--- config.mk ---
export PLATFORM = sky130hd
export DESIGN_NAME = conv_encoder
export DESIGN_NICKNAME = d
export VERILOG_FILES = /design/src/rtl/viterbi_pkg.sv /design/src/rtl/conv_enc_core.sv /design/src/rtl/conv_encoder.sv
export SDC_FILE = /design/constraint.sdc
export NUM_CORES = 1
export LEC_CHECK = 0
export CAP_MARGIN = 10
export CORE_MARGIN = 1
export CORE_UTILIZATION = 42
export DETAILED_ROUTE_END_ITERATION = 6
export MAX_ROUTING_LAYER = met4
export PLACE_DENSITY = 0.71
export SLEW_MARGIN = 20
export SYNTH_ARGS = -nofsm -noshare
export SYNTH_HDL_FRONTEND = slang
export SYNTH_HIERARCHICAL = 1
export SYNTH_SLANG_ARGS = --single-unit
export TNS_END_PERCENT = 5
--- constraint.sdc ---
create_clock -name clk -period 1.29 [get_ports clk]
set_input_delay 0.258 -clock clk [delete_from_list [all_inputs] [get_ports clk]]
set_output_delay 0.258 -clock clk [all_outputs]
set_load 0.05 [all_outputs]
--- src/rtl/viterbi_pkg.sv ---
// Shared constants and types for the convolutional encoder / Viterbi pair.
// Generator polynomials are common to encoder and decoder.
package viterbi_pkg;

  localparam int K = 3;
  localparam logic [2:0] G0 = 3'b111;
  localparam logic [2:0] G1 = 3'b101;

  typedef enum logic [1:0] {
    IDLE,
    DATA,
    TAIL,
    DONE
  } enc_state_e;

  function automatic int cnt_w(input int n);
    return $clog2(n + 1);
  endfunction

endpackage

--- src/rtl/conv_enc_core.sv ---
// Shift register plus generator XORs of the rate-1/2 encoder.
// sr_q[K-2] is the most recent bit (s1), sr_q[0] the oldest (s2).
module conv_enc_core
  import viterbi_pkg::*;
#(
  parameter int K = 3
) (
  input  logic         clk,
  input  logic         rst,
  input  logic         load,
  input  logic         clear,
  input  logic         bit_i,
  output logic [1:0]   sym_o,
  output logic [K-2:0] state_o
);

  logic [K-2:0] sr_q, sr_d;
  logic [K-1:0] win;

  assign win     = {bit_i, sr_q};
  assign sym_o   = {^(win & G0), ^(win & G1)};
  assign state_o = sr_q;

  // clear wins over load; otherwise hold
  always_comb begin
    sr_d = sr_q;
    if (clear)
      sr_d = '0;
    else if (load)
      sr_d = win[K-1:1];
  end

  // shift register state
  always_ff @(posedge clk or negedge rst) begin
    if (!rst)
      sr_q <= '0;
    else
      sr_q <= sr_d;
  end

endmodule

--- src/rtl/conv_encoder.sv ---
// Rate-1/2 K=3 convolutional encoder with frame FSM.
// CONV_ENC_TAIL_EN: append K-1 zero tail bits per frame.
module conv_encoder
  import viterbi_pkg::*;
#(
  parameter int FRAME_LEN = 8,
  parameter int K         = 3
) (
  input  logic       clk,
  input  logic       rst,
  input  logic       en,
  input  logic       start,
  input  logic       din_valid,
  input  logic       din,
  output logic       din_ready,
  output logic       sym_valid,
  output logic [1:0] sym,
  output logic       sym_last,
  output logic       busy,
  output logic       done
);

  localparam int CW = cnt_w(FRAME_LEN);

  enc_state_e      state_q, state_d;
  logic [CW-1:0]   cnt_q, cnt_d;
  logic [1:0]      sym_q, sym_d;
  logic            sym_valid_q, sym_valid_d;
  logic            sym_last_q, sym_last_d;
  logic            done_q, done_d;
`ifdef CONV_ENC_TAIL_EN
  localparam int TW = $clog2(K);
  logic [TW-1:0]   tail_q, tail_d;
`endif

  logic            core_load;
  logic            core_clear;
  logic            core_bit;
  logic [1:0]      core_sym;
  logic [K-2:0]    unused_core_state;

  conv_enc_core #(
    .K(K)
  ) u_core (
    .clk    (clk),
    .rst    (rst),
    .load   (core_load),
    .clear  (core_clear),
    .bit_i  (core_bit),
    .sym_o  (core_sym),
    .state_o(unused_core_state)
  );

  assign din_ready = (state_q == DATA);
  assign busy      = (state_q != IDLE);
  assign sym_valid = sym_valid_q;
  assign sym       = sym_q;
  assign sym_last  = sym_last_q;
  assign done      = done_q;

  // frame FSM next state; en=0 holds every register
  always_comb begin
    state_d     = state_q;
    cnt_d       = cnt_q;
    sym_d       = sym_q;
    sym_valid_d = sym_valid_q;
    sym_last_d  = sym_last_q;
    done_d      = done_q;
`ifdef CONV_ENC_TAIL_EN
    tail_d      = tail_q;
`endif
    core_load   = 1'b0;
    core_clear  = 1'b0;
    core_bit    = din;
    if (en) begin
      sym_valid_d = 1'b0;
      sym_last_d  = 1'b0;
      done_d      = 1'b0;
      unique case (state_q)
        IDLE: begin
          if (start) begin
            state_d    = DATA;
            cnt_d      = '0;
            core_clear = 1'b1;
          end
        end
        DATA: begin
          if (din_valid) begin
            core_load   = 1'b1;
            sym_d       = core_sym;
            sym_valid_d = 1'b1;
            cnt_d       = cnt_q + 1'b1;
            if (cnt_q == CW'(FRAME_LEN - 1)) begin
`ifdef CONV_ENC_TAIL_EN
              state_d = TAIL;
              tail_d  = '0;
`else
              sym_last_d = 1'b1;
              state_d    = DONE;
`endif
            end
          end
        end
`ifdef CONV_ENC_TAIL_EN
        TAIL: begin
          core_bit    = 1'b0;
          core_load   = 1'b1;
          sym_d       = core_sym;
          sym_valid_d = 1'b1;
          if (tail_q == TW'(K - 2)) begin
            sym_last_d = 1'b1;
            state_d    = DONE;
          end else begin
            tail_d = tail_q + 1'b1;
          end
        end
`endif
        DONE: begin
          done_d  = 1'b1;
          state_d = IDLE;
        end
        default: state_d = IDLE;
      endcase
    end
  end

  // FSM, counter and registered outputs
  always_ff @(posedge clk or negedge rst) begin
    if (!rst) begin
      state_q     <= IDLE;
      cnt_q       <= '0;
      sym_q       <= '0;
      sym_valid_q <= 1'b0;
      sym_last_q  <= 1'b0;
      done_q      <= 1'b0;
`ifdef CONV_ENC_TAIL_EN
      tail_q      <= '0;
`endif
    end else begin
      state_q     <= state_d;
      cnt_q       <= cnt_d;
      sym_q       <= sym_d;
      sym_valid_q <= sym_valid_d;
      sym_last_q  <= sym_last_d;
      done_q      <= done_d;
`ifdef CONV_ENC_TAIL_EN
      tail_q      <= tail_d;
`endif
    end
  end

endmodule

; Yosys cells after proc, flatten, opt, wreduce, memory -nomap -nowiden
; Index checks and enable logic that the tools add are counted.
[word_totals]
register_bits = 13
input_bits = 6
out_inout_bits = 7
wordCells = 42
[classes]
add_sub_neg = 1
n_eq_ne = 6
muxes = 19
reduce_logical = 9
[ops]
columns = op, count
row1 = $mux 1, 10
row2 = $mux 2, 5
row3 = $mux 4, 2
row4 = $pmux 4 s2, 1
row5 = $reduce_and 4->1, 2
row6 = $reduce_bool 2->1, 3
row7 = $reduce_xor 3->1, 2
row8 = $add 4x1->4 const B, 1
row9 = $eq 4x3->1 const B, 1
row10 = $ne 2x2->1 const B, 2
row11 = $pmux 2 s2, 1
row12 = $reduce_and 3->1, 1
row13 = $eq 2x1->1 const B, 1
row14 = $eq 2x2->1 const B, 1
row15 = $logic_not 2->1, 1
row16 = $ne 2x1->1 const B, 1

; Depth between registers and ports, before layout
; Gate-level depths: netlist of run 1.
[depth]
word_depth = 5
ltp_mapped = 4
ltp_nobuf = 4

; By module
; Netlist of run 1, hierarchy kept.
[by_module_without_submodules]
columns = mod, instances, cells_per_inst, area_per_inst_um2, seq_area_each_um2
row1 = conv_encoder, 1, 47, 516.7, 275.3
row2 = conv_enc_core, 1, 8, 95.1, 50.0

; Least setup slack after synthesis of run 1
; OpenSTA, ideal clock, no wires.
[synth_timing]
path_type = flip-flop to flip-flop
start = register state_q[0]
end = register cnt_q[2]
setup_time_ns = 0.078
t_arrival_ns = 1.506
required_ns = 1.212
slack_ns = -0.294
path_stages_with_launch = 4
path_buffers = 0
synth_period_minus_slack_ns = 1.584
path_cell_list = dfrtp_1 nor2b_1 nand3b_1 o2bb2ai_1
[synth_between]
elab_chain_cells = 3
word_cells_on_any_way = 7
cone_classes = eq/ne (3) / mux (1) / reduce/logical (3)
[synth_lines]
columns = element, line
row1 = start: declaration, conv_encoder.sv:25  ; enc_state_e state_q, state_d;
row2 = start signal: assignment, conv_encoder.sv:140  ; state_q <= state_d;
row3 = $eq 2x1->1 *, -
row4 = via din_ready, conv_encoder.sv:15  ; output logic din_ready,
row5 = $ne 2x2->1 (no line) or $reduce_bool 2->1 (tied branches), -
row6 = $reduce_and 4->1 (no line), -
row7 = end signal: assignment, conv_encoder.sv:141  ; cnt_q <= cnt_d;
row8 = end: declaration, conv_encoder.sv:26  ; logic [CW-1:0] cnt_q, cnt_d;
; The timed path passes the listed nets; every way through them passes the cells marked *.
; A chain may end at the register's enable or synchronous reset.

; Worst setup path after layout of run 1
[layout_timing]
start = register state_q[1]
end = output din_ready
[layout_between]
elab_chain_cells = 1
[layout_lines]
columns = element, line
row1 = $eq 2x1->1, conv_encoder.sv:54  ; assign din_ready = (state_q == DATA);
row2 = end: declaration, conv_encoder.sv:15
; Every way passes these cells.

==> results of run 1 <==
per-layer routing:
metal,up-vias,share of wire
li1,242,-
met1,253,0.38
met2,28,0.52
met3,7,0.063
met4,0,0.033
met5,-,0
cells in the mapped netlist:
master	instances
sky130_fd_sc_hd__a21o_1	1
sky130_fd_sc_hd__a22o_1	1
sky130_fd_sc_hd__a22oi_1	1
sky130_fd_sc_hd__and4b_1	1
sky130_fd_sc_hd__buf_2	1
sky130_fd_sc_hd__clkbuf_1	1
sky130_fd_sc_hd__dfrtp_1	13
sky130_fd_sc_hd__ha_1	1
sky130_fd_sc_hd__inv_1	4
sky130_fd_sc_hd__inv_2	1
sky130_fd_sc_hd__mux2_2	4
sky130_fd_sc_hd__mux2i_1	3
sky130_fd_sc_hd__nand2_1	2
sky130_fd_sc_hd__nand2b_1	1
sky130_fd_sc_hd__nand3_1	4
sky130_fd_sc_hd__nand3b_1	1
sky130_fd_sc_hd__nand4b_1	1
sky130_fd_sc_hd__nor2_1	3
sky130_fd_sc_hd__nor2b_1	1
sky130_fd_sc_hd__o2111ai_1	1
sky130_fd_sc_hd__o211ai_1	1
sky130_fd_sc_hd__o21ai_0	4
sky130_fd_sc_hd__o2bb2ai_1	1
sky130_fd_sc_hd__or4_1	1
sky130_fd_sc_hd__xor2_1	2
through the flow:
step | util | setup slack [ns] | hold slack [ns] | TNS (ns) | cell area, sq um
after global routing | 0.716 | -0.173 | 0.306 | -0.654 | 955
final | 0.716 | -0.126 | 0.258 | -0.318 | 955
after floorplan | - | -0.00643 | -0.0376 | -0.00643 | 614
after detailed placement | 0.656 | -0.355 | 0.532 | -2.67 | 875
after CTS | 0.689 | -0.123 | 0.270 | -0.388 | 920
after global placement | 0.656 | -0.294 | 0.514 | -2.29 | 875
how the worst min path moves through the flow:
stage / start / endpoint / slack [ns] / cells past startpoint
after detailed placement: cnt_q[2]$_DFFE_PN0P_ / cnt_q[2]$_DFFE_PN0P_ / 0.53 / 1
after CTS: rst / cnt_q[3]$_DFFE_PN0P_ / 0.27 / 2
after floorplan: rst / cnt_q[0]$_DFFE_PN0P_ / -0.04 / 0
final: rst / cnt_q[3]$_DFFE_PN0P_ / 0.26 / 2
after global placement: cnt_q[1]$_DFFE_PN0P_ / cnt_q[1]$_DFFE_PN0P_ / 0.51 / 1
after global routing: rst / cnt_q[3]$_DFFE_PN0P_ / 0.31 / 2
what timing repair did:
action                                 CTS  global route
setup buffers                            1             0
setup endpoints to repair                7            10
resized for setup                        5            10
cloned                                   0             0
endpoints found under the hold margin    0             0
critical path, cell delays in order, from the launching register on:
cell and delay (ns):
sky130_fd_sc_hd__dfrtp_1 0.44, sky130_fd_sc_hd__buf_6 0.14, sky130_fd_sc_hd__nor2b_4 0.14, sky130_fd_sc_hd__buf_12 0.15
kinds of logic (layout without fill, tap and decap cells):
group	after synthesis	count (layout)
multiplexers	7	7
AND/OR/NAND/NOR	15	15
adder cells (fa/ha/maj)	1	1
AO/OA/AOI/OAI	10	10
buffers and inverters	7	30
flip-flops	13	13
XOR/XNOR	2	2
flip-flops by register name, indices dropped and copies added, names as in the netlist:
| name | cells |
|---|---|
| cnt_q | 4 |
| state_q | 2 |
| sym_last | 1 |
| u_core/state_o | 2 |
| sym_valid | 1 |
| done | 1 |
| sym | 2 |
area by class of cell:
type	count	area, sq um
fill	105	379
clock buffer	4	26.3
tap	15	18.8
inverter	5	23.8
sequential	13	325
multi-input combinational	35	292
timing repair buffer	21	269
placed cells by master, fill, tap and decap left out, types with 2 or more instances in the layout:
master,netlist,routed
sky130_fd_sc_hd__buf_12,0,7
sky130_fd_sc_hd__buf_4,0,6
sky130_fd_sc_hd__buf_6,0,3
sky130_fd_sc_hd__clkbuf_4,0,3
sky130_fd_sc_hd__clkdlybuf4s50_1,0,5
sky130_fd_sc_hd__dfrtp_1,13,13
sky130_fd_sc_hd__inv_1,4,3
sky130_fd_sc_hd__mux2_2,4,3
sky130_fd_sc_hd__mux2i_1,3,3
sky130_fd_sc_hd__nand3_1,4,3
sky130_fd_sc_hd__nor2_1,3,3
sky130_fd_sc_hd__o21ai_0,4,2
sky130_fd_sc_hd__o21ai_1,0,2
sky130_fd_sc_hd__xor2_1,2,2
power groups by stage:
stage,Combinational [mW],Sequential [mW],Clock [mW]
final,0.468,0.569,0.262
after global routing,0.510,0.579,0.278
after CTS,0.467,0.570,0.268
after detailed placement,0.464,0.578,0
after global placement,0.453,0.570,0
after floorplan,0.145,0.662,0
==> metrics.log, run 1 <==
INFO  metric outcome = complete, but fails checks
INFO  metric failed_checks = setup timing
INFO  metric layout.cells.non_filler = a little over 90
INFO  metric core_region_area = about 1300 sq um
INFO  metric worstSkewPairLatency = about 0.29 ns
INFO  metric synth_top_family_by_area = simple AND/OR/NAND/NOR gates
INFO  metric worst_slack = -0.126 ns
INFO  metric post_synth_fa_ha_maj_area_fraction = 0.0204
INFO  metric synthSimpleGateAreaFrac = 0.139
INFO  metric first_pass_iters = 5
INFO  metric cts_made_buffers = 3
INFO  metric critical_path.max_fanout = 5
INFO  metric largest_net_degree_at_the_start_of_global_routing = 14
INFO  metric syn_nets = 62
INFO  metric synthMuxAreaShare = 0.123
INFO  metric synth-seq-area-share = 0.532
INFO  metric critical_path.startpoint = state_q[1]$_DFFE_PN0P_
INFO  metric dp.cells = just under 90
INFO  metric synth.distinct_cells = 25
INFO  metric dp_hpwl = 961 microns
INFO  metric final_hold_viol_count = 0
INFO  metric ant_nets = 0
INFO  metric report.final.setup_viol = 6
INFO  metric finalNetCount = between 80 and 90
INFO  metric tritoncts_num_sinks = 13
INFO  metric p_int = between 800 and 900 uW
INFO  metric portBuffers = 12
INFO  metric sequentialPowerShare = 0.438
INFO  metric die_area = between 1500 and 2000 sq um
INFO  metric cp_data_arrival_time = roughly 1.2 ns
INFO  metric critical_path.startpoint_type = flop
INFO  metric net-switching-power = 441 uW
INFO  metric clock_tree.htree_level_count = 1
INFO  metric vdd_drop_max = 0.986 mV
INFO  metric synth_area_leader_cell = sky130_fd_sc_hd__dfrtp_1
INFO  metric switching_share = 0.340
INFO  metric cap_viol_max_count = 0
INFO  metric endpoint = din_ready
INFO  metric synth_area = 612 sq um
INFO  metric vias = 530
INFO  metric min-delay-path-class = input port to async pin
INFO  metric fraction_of_final_layout_cells_sized_beyond_drive_strength_1 = 0.372
INFO  metric pwr-share-clk = 0.202
INFO  metric routed_length_per_instance = between 10 and 15 microns
INFO  metric global_route.overflow_total = 0
INFO  metric period_minus_slack = approximately 1.4 ns
INFO  metric timing.final.crit_share = 1.10
INFO  metric post-route-drc-count = 0
INFO  metric initial_core_util = 0.459
INFO  metric timing.final.max_slew_violations = 0
INFO  metric power.density_cell_area = 1360 nW/um^2
INFO  metric synth_top_cell_area_share = 0.532
INFO  metric synth-warning-count = 6
INFO  metric netlist_top_cells_area = sky130_fd_sc_hd__dfrtp_1 (53%), sky130_fd_sc_hd__mux2_2 (7.4%), sky130_fd_sc_hd__mux2i_1 (4.9%), sky130_fd_sc_hd__nand3_1 (3.3%), sky130_fd_sc_hd__o21ai_0 (3.3%)
INFO  metric timing.reg2reg.setup_slack = -0.03 ns
INFO  metric cts_hold_buf = 0
INFO  metric timing_worst_setup_path_type = flop to output pin
INFO  metric crit_path_end_kind = output pin
INFO  metric height_of_the_die = 40.2 microns
INFO  metric finalClockSkew = between 0.01 and 0.015 ns
INFO  metric rsz0062_at_grt = yes
INFO  metric globalRouteMet2Util = 0.351
INFO  metric die_x = 40.2 microns
INFO  metric grt_first_pass_wirelength = 2.14 mm
INFO  metric clk_pin_slew_worst_paths = ~0.09 ns
INFO  metric synth_cells = 55
INFO  metric max-clock-path-buffers = 2
INFO  metric design.portCount = 13
INFO  metric floorplan.rows = 13
INFO  metric finalWeightedCongestion = 0.782
INFO  metric synth.avg_cell_area = roughly 11 sq um
INFO  metric synth_area_in_xor_xnor = 0.0286
INFO  metric timing.reg2reg.worst_path_depth = 2
INFO  metric ys_ff_latch = 13
INFO  metric insertedDiodeCount = 0
INFO  metric grt_busiest_layer = met2
INFO  metric achievable-frequency = about 0.71 GHz
INFO  metric crit-reg2reg-launch = state_q[1]$_DFFE_PN0P_
INFO  metric power.leakage = about 0.44 nW
INFO  metric timing.slew.headroom = 0.873
INFO  metric initialDrtViolationCount = 4
INFO  metric area_growth_syn_to_layout = 56.0%
INFO  metric worstPathRequired = 1.03 ns
INFO  metric pwr-share-comb = 0.360
INFO  metric met3_usage = 0.0833
INFO  metric clock_tree_from_tritoncts = built
INFO  metric clock_tree.root_cell = sky130_fd_sc_hd__clkbuf_4
INFO  metric worst_pin_slew = approximately 0.19 ns
INFO  metric antenna_found_initial = 0
INFO  metric met1_grt_util = 0.221
INFO  metric p_total = about 1.3 mW
INFO  metric reg2reg_to = sym[1]$_DFFE_PN0P_
INFO  metric gr-usage-all-layers = 0.223
INFO  metric synth_compound_area_frac = 0.112
INFO  metric routed_via_density = between 5 and 6
INFO  metric totalWireLength = 1.34 mm
INFO  metric first_global_vias = 530
Note: power is estimated with default switching activity, not from simulation.
==> run 2: changes to the inputs <==
--- a/config.mk
+++ b/config.mk
@@ -5,9 +5,10 @@
 export SDC_FILE = /design/constraint.sdc
 export NUM_CORES = 1
 export LEC_CHECK = 0
+export ABC_AREA = 1
 export CAP_MARGIN = 10
 export CORE_MARGIN = 1
-export CORE_UTILIZATION = 42
+export CORE_UTILIZATION = 43
 export DETAILED_ROUTE_END_ITERATION = 6
 export MAX_ROUTING_LAYER = met4
 export PLACE_DENSITY = 0.71
==> run 2 against run 1 <==
Net effect:
- cell count up 29%
- area after synthesis increased by 5.9%
- combinational power grew 48%
- worst setup slack gained 0.051 ns
- the flow still finishes with violations (setup timing)
- highest routed layer unchanged
- sequential power is 14% higher
==> metrics.log, run 2 <==
INFO  metric outcome = complete, but fails checks
INFO  metric failed_checks = setup timing
INFO  metric tritoncts_num_sinks = 13
INFO  metric syn_nets = 90
INFO  metric rsz0062_at_grt = yes
INFO  metric synth_cells = 83
INFO  metric vias = 586
INFO  metric post-route-drc-count = 0
INFO  metric report.final.setup_viol = 2
INFO  metric dp.cells = 115
INFO  metric synth-seq-area-share = 0.502
INFO  metric layout_cell_area_excl_fill = a little over 900 sq um
INFO  metric number_of_flip_flops_in_the_largest_register = 4
INFO  metric area_growth_syn_to_layout = 43.6%
INFO  metric power.density_cell_area = between 1500 and 2000 nW/um^2
INFO  metric dp_hpwl = roughly 1 mm
INFO  metric clock_tree_from_tritoncts = built
INFO  metric p_total = around 1.6 mW
INFO  metric ant_nets = 0
INFO  metric synthMuxAreaShare = 0
INFO  metric net-switching-power = about 620 uW
INFO  metric synth_area = 648 sq um
INFO  metric cts_hold_buf = 0
INFO  metric vdd_drop_max = roughly 0.95 mV
INFO  metric largest_net_degree_at_the_start_of_global_routing = 14
INFO  metric period_minus_slack = ~1.4 ns
INFO  metric die_x = between 40 and 50 microns
INFO  metric synth_compound_area_frac = 0.0656
INFO  metric synth-warning-count = 6
INFO  metric synthSimpleGateAreaFrac = 0.332
INFO  metric clock_tree.root_cell = sky130_fd_sc_hd__clkbuf_4
INFO  metric synth-main-ff-cell = sky130_fd_sc_hd__dfrtp_1
INFO  metric power.leakage = just under 0.5 nW
INFO  metric cts_made_buffers = 3
INFO  metric min-delay-path-class = input port to async pin
INFO  metric totalWireLength = between 1 and 1.5 mm
INFO  metric synth_area_leader_cell = sky130_fd_sc_hd__dfrtp_1
INFO  metric finalNetCount = between 100 and 150
INFO  metric pwr-share-comb = 0.436
INFO  metric utilization = 0.690
INFO  metric global_route.overflow_total = 0
INFO  metric synth_top_cell_area_share = 0.502
INFO  metric ys_ff_latch = 13
INFO  metric antenna_found_initial = 0
INFO  metric synthMostInstantiatedCell = sky130_fd_sc_hd__nand2_1
INFO  metric worst_slack = -0.0751 ns
INFO  metric synth_area_in_xor_xnor = 0
INFO  metric timing.final.max_slew_violations = 0
INFO  metric grt_first_pass_wirelength = ~2.3 mm
INFO  metric critical_path.startpoint_type = flop
INFO  metric critical_path.max_fanout = 4
INFO  metric netlist_top_cells_area = sky130_fd_sc_hd__dfrtp_1 (50%), sky130_fd_sc_hd__nand2_1 (17%), sky130_fd_sc_hd__inv_1 (5.8%), sky130_fd_sc_hd__nand3_1 (5.4%), sky130_fd_sc_hd__nand3_2 (3.1%)
INFO  metric timing.slew.headroom = 0.862
INFO  metric switching_share = 0.393
INFO  metric synth.distinct_cells = 15
INFO  metric design.portCount = 13
INFO  metric portBuffers = 12
INFO  metric clk_pin_slew_worst_paths = roughly 0.08 ns
INFO  metric synth.avg_cell_area = just under 8 sq um
INFO  metric core_region_area = approximately 1400 sq um
INFO  metric postPlaceCellArea = between 800 and 900 sq um
INFO  metric layout.cells.non_filler = 120
INFO  metric max-clock-path-buffers = 2
INFO  metric worstSkewPairLatency = about 0.28 ns
INFO  metric timing_worst_setup_path_type = flop to output pin
INFO  metric final_hold_viol_count = 0
INFO  metric sequentialPowerShare = 0.409
INFO  metric crit_path_max_incr_delay = 0.45 ns
INFO  metric registers.top_by_ff_count = cnt_q
INFO  metric cap_viol_max_count = 0
INFO  metric tns = -0.143 ns
INFO  metric share_of_async_settable_or_async_resettable_flops_after_synthesis = 1.00
INFO  metric final_common_cell = sky130_fd_sc_hd__nand2_1
INFO  metric routed_via_density = about 4.9
INFO  metric synth_enable_flop_cells = 0
INFO  metric pwr-share-clk = 0.155
INFO  metric timing.hold.ws = ~0.27 ns
INFO  metric gr-usage-all-layers = 0.222
INFO  metric height_of_the_die = between 40 and 50 microns
INFO  metric detailedPlace.worstSlack = -0.108 ns
INFO  metric crit_path_cell_trace = nor2_4 > buf_12
INFO  metric p_int = 963 uW
INFO  metric finalWeightedCongestion = 0.780
INFO  metric floorplan.rows = 13
INFO  metric worst_pin_slew = 0.206 ns
INFO  metric ys_top_cells_by_count = sky130_fd_sc_hd__nand2_1 (29), sky130_fd_sc_hd__dfrtp_1 (13), sky130_fd_sc_hd__inv_1 (10)
INFO  metric crit_path_end_kind = output pin
INFO  metric first_pass_iters = 2
INFO  metric worstPathRequired = 1.03 ns
INFO  metric initial_core_util = 0.480
INFO  metric initialDrtViolationCount = 2
INFO  metric post_synth_fa_ha_maj_area_fraction = 0.0193
INFO  metric die_area = 1670 sq um
INFO  metric insertedDiodeCount = 0
INFO  metric first_global_vias = about 580
INFO  metric fraction_of_final_layout_cells_sized_beyond_drive_strength_1 = 0.267
INFO  metric synth_top_family_by_area = simple AND/OR/NAND/NOR gates
INFO  metric clock_tree.htree_level_count = 1
INFO  metric crit_path_top_delay_cell = sky130_fd_sc_hd__dfrtp_1
INFO  metric timing.final.crit_share = 1.06
INFO  metric achievable-frequency = ~0.73 GHz
INFO  metric highest_count_cells_in_the_layout_ignoring_fill_and_taps = sky130_fd_sc_hd__nand2_1 (29), sky130_fd_sc_hd__dfrtp_1 (13), sky130_fd_sc_hd__inv_1 (9)
INFO  metric finalClockSkew = 0.00722 ns
INFO  metric cp_data_arrival_time = ~1.1 ns
INFO  metric routed_length_per_instance = around 11 microns
==> run 2: cell count changes after synthesis, moves of 3 or more <==
cell and delta:
sky130_fd_sc_hd__inv_1 +6, sky130_fd_sc_hd__mux2_2 -4, sky130_fd_sc_hd__o21ai_1 +3, sky130_fd_sc_hd__nand3_1 +3, sky130_fd_sc_hd__mux2i_1 -3, sky130_fd_sc_hd__nand2_1 +27
sky130_fd_sc_hd__inv_2 +3
==> run 2: path summary, 6_finish.rpt <==
kind	start	endpoint	slack, ns	cells after the start
max	state_q[1]$_DFFE_PN0P_	din_ready	-0.08	2
min	rst	state_q[1]$_DFFE_PN0P_	0.27	2
max reg2reg	cnt_q[0]$_DFFE_PN0P_	cnt_q[2]$_DFFE_PN0P_	0.10	4
min reg2reg	sym_last$_DFFE_PN0P_	sym_last$_DFFE_PN0P_	0.55	2
max in group asynchronous	rst	sym[1]$_DFFE_PN0P_	0.85	2
min in group clk	sym_last$_DFFE_PN0P_	sym_last$_DFFE_PN0P_	0.55	2
==> run 2: critical path: cells and delay by family (launching register included) <==
family | cells | cell delay, ns
flops | 1 | 0.45
simple gates | 1 | 0.22
buf+inv | 1 | 0.16
==> run 2: final cells by class <==
class | instances | area, sq um
timing repair buffer | 18 | 235
inverter | 14 | 52.6
sequential | 13 | 325
clock buffer | 4 | 26.3
multi-input combinational | 56 | 273
fill | 103 | 419
tap | 15 | 18.8
==> run 2: per-layer routing <==
metal | global-route usage | share of wire | up-vias
met5 | - | 0 | -
met4 | 0.0750 | 0.0029 | 0
met3 | 0.0978 | 0.043 | 2
met2 | 0.355 | 0.49 | 10
met1 | 0.244 | 0.46 | 271
li1 | - | - | 303
==> run 2: power groups by stage <==
stage | clock (mW) | sequential (mW) | combinational [mW]
floorplan | 0 | 0.728 | 0.292
global placement | 0 | 0.646 | 0.677
detailed placement | 0 | 0.653 | 0.689
CTS | 0.260 | 0.645 | 0.694
global route | 0.283 | 0.664 | 0.761
finish | 0.246 | 0.648 | 0.691
==> run 2: kinds of logic after synthesis <==
family          after synthesis
compound gates                8
fa+ha+maj                     1
flops                        13
buf+inv                      14
simple gates                 47
==> run 2: repair_timing <==
item | in CTS | in global routing
resized for setup | 0 | 2
setup endpoints to repair | 2 | 2
pin swaps | 1 | 1
setup buffers | 1 | 0
==> run 3: changes to the inputs <==
==> constraint.sdc (replaced) <==
create_clock -name clk -period 1.1 [get_ports clk]
set_input_delay 0.22 -clock clk [delete_from_list [all_inputs] [get_ports clk]]
set_output_delay 0.22 -clock clk [all_outputs]
set_load 0.05 [all_outputs]
==> run 3 against run 2 <==
Net effect:
- the flow still finishes with violations (setup timing)
- sequential power rose by 14%
- critical endpoint unchanged
- via count rose by 4.4%
- first-iteration DRC count rose to 3.5 times the previous value
- design area rose by 8.6%
- die area did not move
==> metrics.log, run 3 (synthesis results as in run 2) <==
INFO  metric outcome = complete, but fails checks
INFO  metric failed_checks = setup timing
INFO  metric number_of_flip_flops_in_the_largest_register = 4
INFO  metric clock_tree_from_tritoncts = built
INFO  metric design.portCount = 13
INFO  metric height_of_the_die = between 40 and 50 microns
INFO  metric initialDrtViolationCount = 7
INFO  metric portBuffers = 12
INFO  metric crit-reg2reg-launch = state_q[0]$_DFFE_PN0P_
INFO  metric area_growth_syn_to_layout = 56.0%
INFO  metric routed_via_density = a little under 5
INFO  metric power.density_cell_area = around 2000 nW/um^2
INFO  metric critical_path.startpoint_type = flop
INFO  metric initial_core_util = 0.480
INFO  metric reg2reg_to = sym[0]$_DFFE_PN0P_
INFO  metric cts_made_buffers = 3
INFO  metric crit_path_end_kind = output pin
INFO  metric rsz0062_at_grt = yes
INFO  metric crit_path_top_delay_cell = sky130_fd_sc_hd__dfrtp_1
INFO  metric timing.reg2reg.worst_path_depth = 8
INFO  metric report.final.setup_viol = 7
INFO  metric core_region_area = 1350 sq um
INFO  metric worst_pin_slew = about 0.22 ns
INFO  metric clk_pin_slew_worst_paths = roughly 0.08 ns
INFO  metric number_of_buffers_and_inverters_on_the_critical_path = 3
INFO  metric gr-usage-all-layers = 0.225
INFO  metric routed_length_per_instance = 11.4 microns
INFO  metric antenna_found_initial = 0
INFO  metric cp_data_arrival_time = around 1.1 ns
INFO  metric tns = -0.495 ns
INFO  metric max-clock-path-buffers = 2
INFO  metric finalWeightedCongestion = around 0.83
INFO  metric finalNetCount = 119
INFO  metric die_x = ~40 microns
INFO  metric dp_hpwl = 1.05 mm
INFO  metric final_common_cell = sky130_fd_sc_hd__nand2_1
INFO  metric die_area = 1670 sq um
INFO  metric detailedPlace.worstSlack = -0.275 ns
INFO  metric achievable-frequency = 0.775 GHz
INFO  metric ant_nets = 0
INFO  metric timing.final.max_slew_violations = 0
INFO  metric timing.reg2reg.setup_slack = -0.04 ns
INFO  metric period_minus_slack = about 1.3 ns
INFO  metric layout.cells.non_filler = about 130
INFO  metric timing_worst_setup_path_type = flop to output pin
INFO  metric totalWireLength = ~1.4 mm
INFO  metric registers.top_by_ff_count = cnt_q
INFO  metric largest_net_degree_at_the_start_of_global_routing = 14
INFO  metric crit_path_max_incr_delay = between 0.4 and 0.5 ns
INFO  metric first_global_vias = a little under 600
INFO  metric min-delay-path-class = input port to async pin
INFO  metric final_hold_viol_count = 0
INFO  metric cts_hold_buf = 0
INFO  metric utilization = 0.749
INFO  metric critical_path.top_delay_family = flip-flops
INFO  metric vias = roughly 610
INFO  metric first_pass_iters = 4
INFO  metric grt_first_pass_wirelength = about 2.3 mm
INFO  metric critical_path.max_fanout = 3
INFO  metric floorplan.rows = 13
INFO  metric worstPathRequired = 0.88 ns
INFO  metric power.leakage = 0.522 nW
INFO  metric crit_path_cell_trace = inv_2 > nor2_4 > buf_6 > buf_12
INFO  metric fraction_of_final_layout_cells_sized_beyond_drive_strength_1 = 0.360
INFO  metric clock_tree.root_cell = sky130_fd_sc_hd__clkbuf_4
INFO  metric timing.slew.headroom = 0.851
INFO  metric cap_viol_max_count = 0
INFO  metric timing.final.crit_share = 1.17
INFO  metric global_route.overflow_total = 0
INFO  metric clock_tree.htree_level_count = 1
INFO  metric dp.cells = between 100 and 150
INFO  metric post-route-drc-count = 0
INFO  metric insertedDiodeCount = 0
INFO  metric highest_count_cells_in_the_layout_ignoring_fill_and_taps = sky130_fd_sc_hd__nand2_1 (27), sky130_fd_sc_hd__dfrtp_1 (12), sky130_fd_sc_hd__buf_4 (11)
INFO  metric finalClockSkew = about 0.0057 ns
INFO  metric vdd_drop_max = between 1 and 1.5 mV
INFO  metric worstSkewPairLatency = around 0.28 ns
INFO  metric worst_slack = -0.190 ns
INFO  metric tritoncts_num_sinks = 13
run 3: changes by cell type in the layout (fill, tap and decap cells not counted), moves of 2 or more:
cell                      change
sky130_fd_sc_hd__o21ai_0      -2
sky130_fd_sc_hd__nand2_1      -2
sky130_fd_sc_hd__buf_4        +5
sky130_fd_sc_hd__o21ai_1      +2
sky130_fd_sc_hd__nand2_2      +2
run 3: repair_timing:
item                                    in CTS  in global routing
resized for setup                           10                  5
endpoints found under the setup margin       6                 16
pin swaps                                    4                  1
endpoints found under the hold margin        0                  0
setup buffers                                3                  0
run 3: layout make-up:
cell class                 count  area, sq um
clock buffer                   4         26.3
fill                         102          339
inverter                      14         55.1
multi-input combinational     56          298
sequential                    13          327
tap                           15         18.8
timing repair buffer          24          287
run 3: metrics by stage:
step | total power, mW | instance area (sq um) | hold WS [ns]
final | 2.02 | 1010 | 0.245
after global routing | 2.15 | 1010 | 0.264
after CTS | 2.01 | 1000 | 0.253
after detailed placement | 1.63 | 925 | 0.528
after global placement | 1.61 | 925 | 0.523
after floorplan | 1.20 | 648 | -0.0756
run 3: report_power, final:
group / internal [mW] / total [mW] / leakage, nW / switching [mW]
Sequential: 0.610 / 0.741 / 0.162 / 0.131
Clock: 0.141 / 0.301 / 0.0150 / 0.160
Combinational: 0.483 / 0.975 / 0.345 / 0.493
run 3: routing by layer:
layer,routed length [microns],vias up,share of wire,GRT usage
met5,0,-,0,-
met4,12,0,0.0083,0.0750
met3,58,3,0.040,0.0652
met2,727,12,0.50,0.379
met1,640,285,0.44,0.253
li1,-,312,-,-
run 3: how the worst max path moves through the flow:
stage                           startpoint                       endpoint  slack [ns]  cells after the start
floorplan           state_q[0]$_DFFE_PN0P_  u_core/state_o[1]$_DFFE_PN0P_       -0.22                      7
global placement                        en           cnt_q[0]$_DFFE_PN0P_       -0.22                      6
detailed placement                      en           cnt_q[0]$_DFFE_PN0P_       -0.28                      6
CTS                 state_q[1]$_DFFE_PN0P_                      din_ready       -0.20                      3
global route        state_q[0]$_DFFE_PN0P_                      din_ready       -0.27                      4
finish              state_q[0]$_DFFE_PN0P_                      din_ready       -0.19                      4
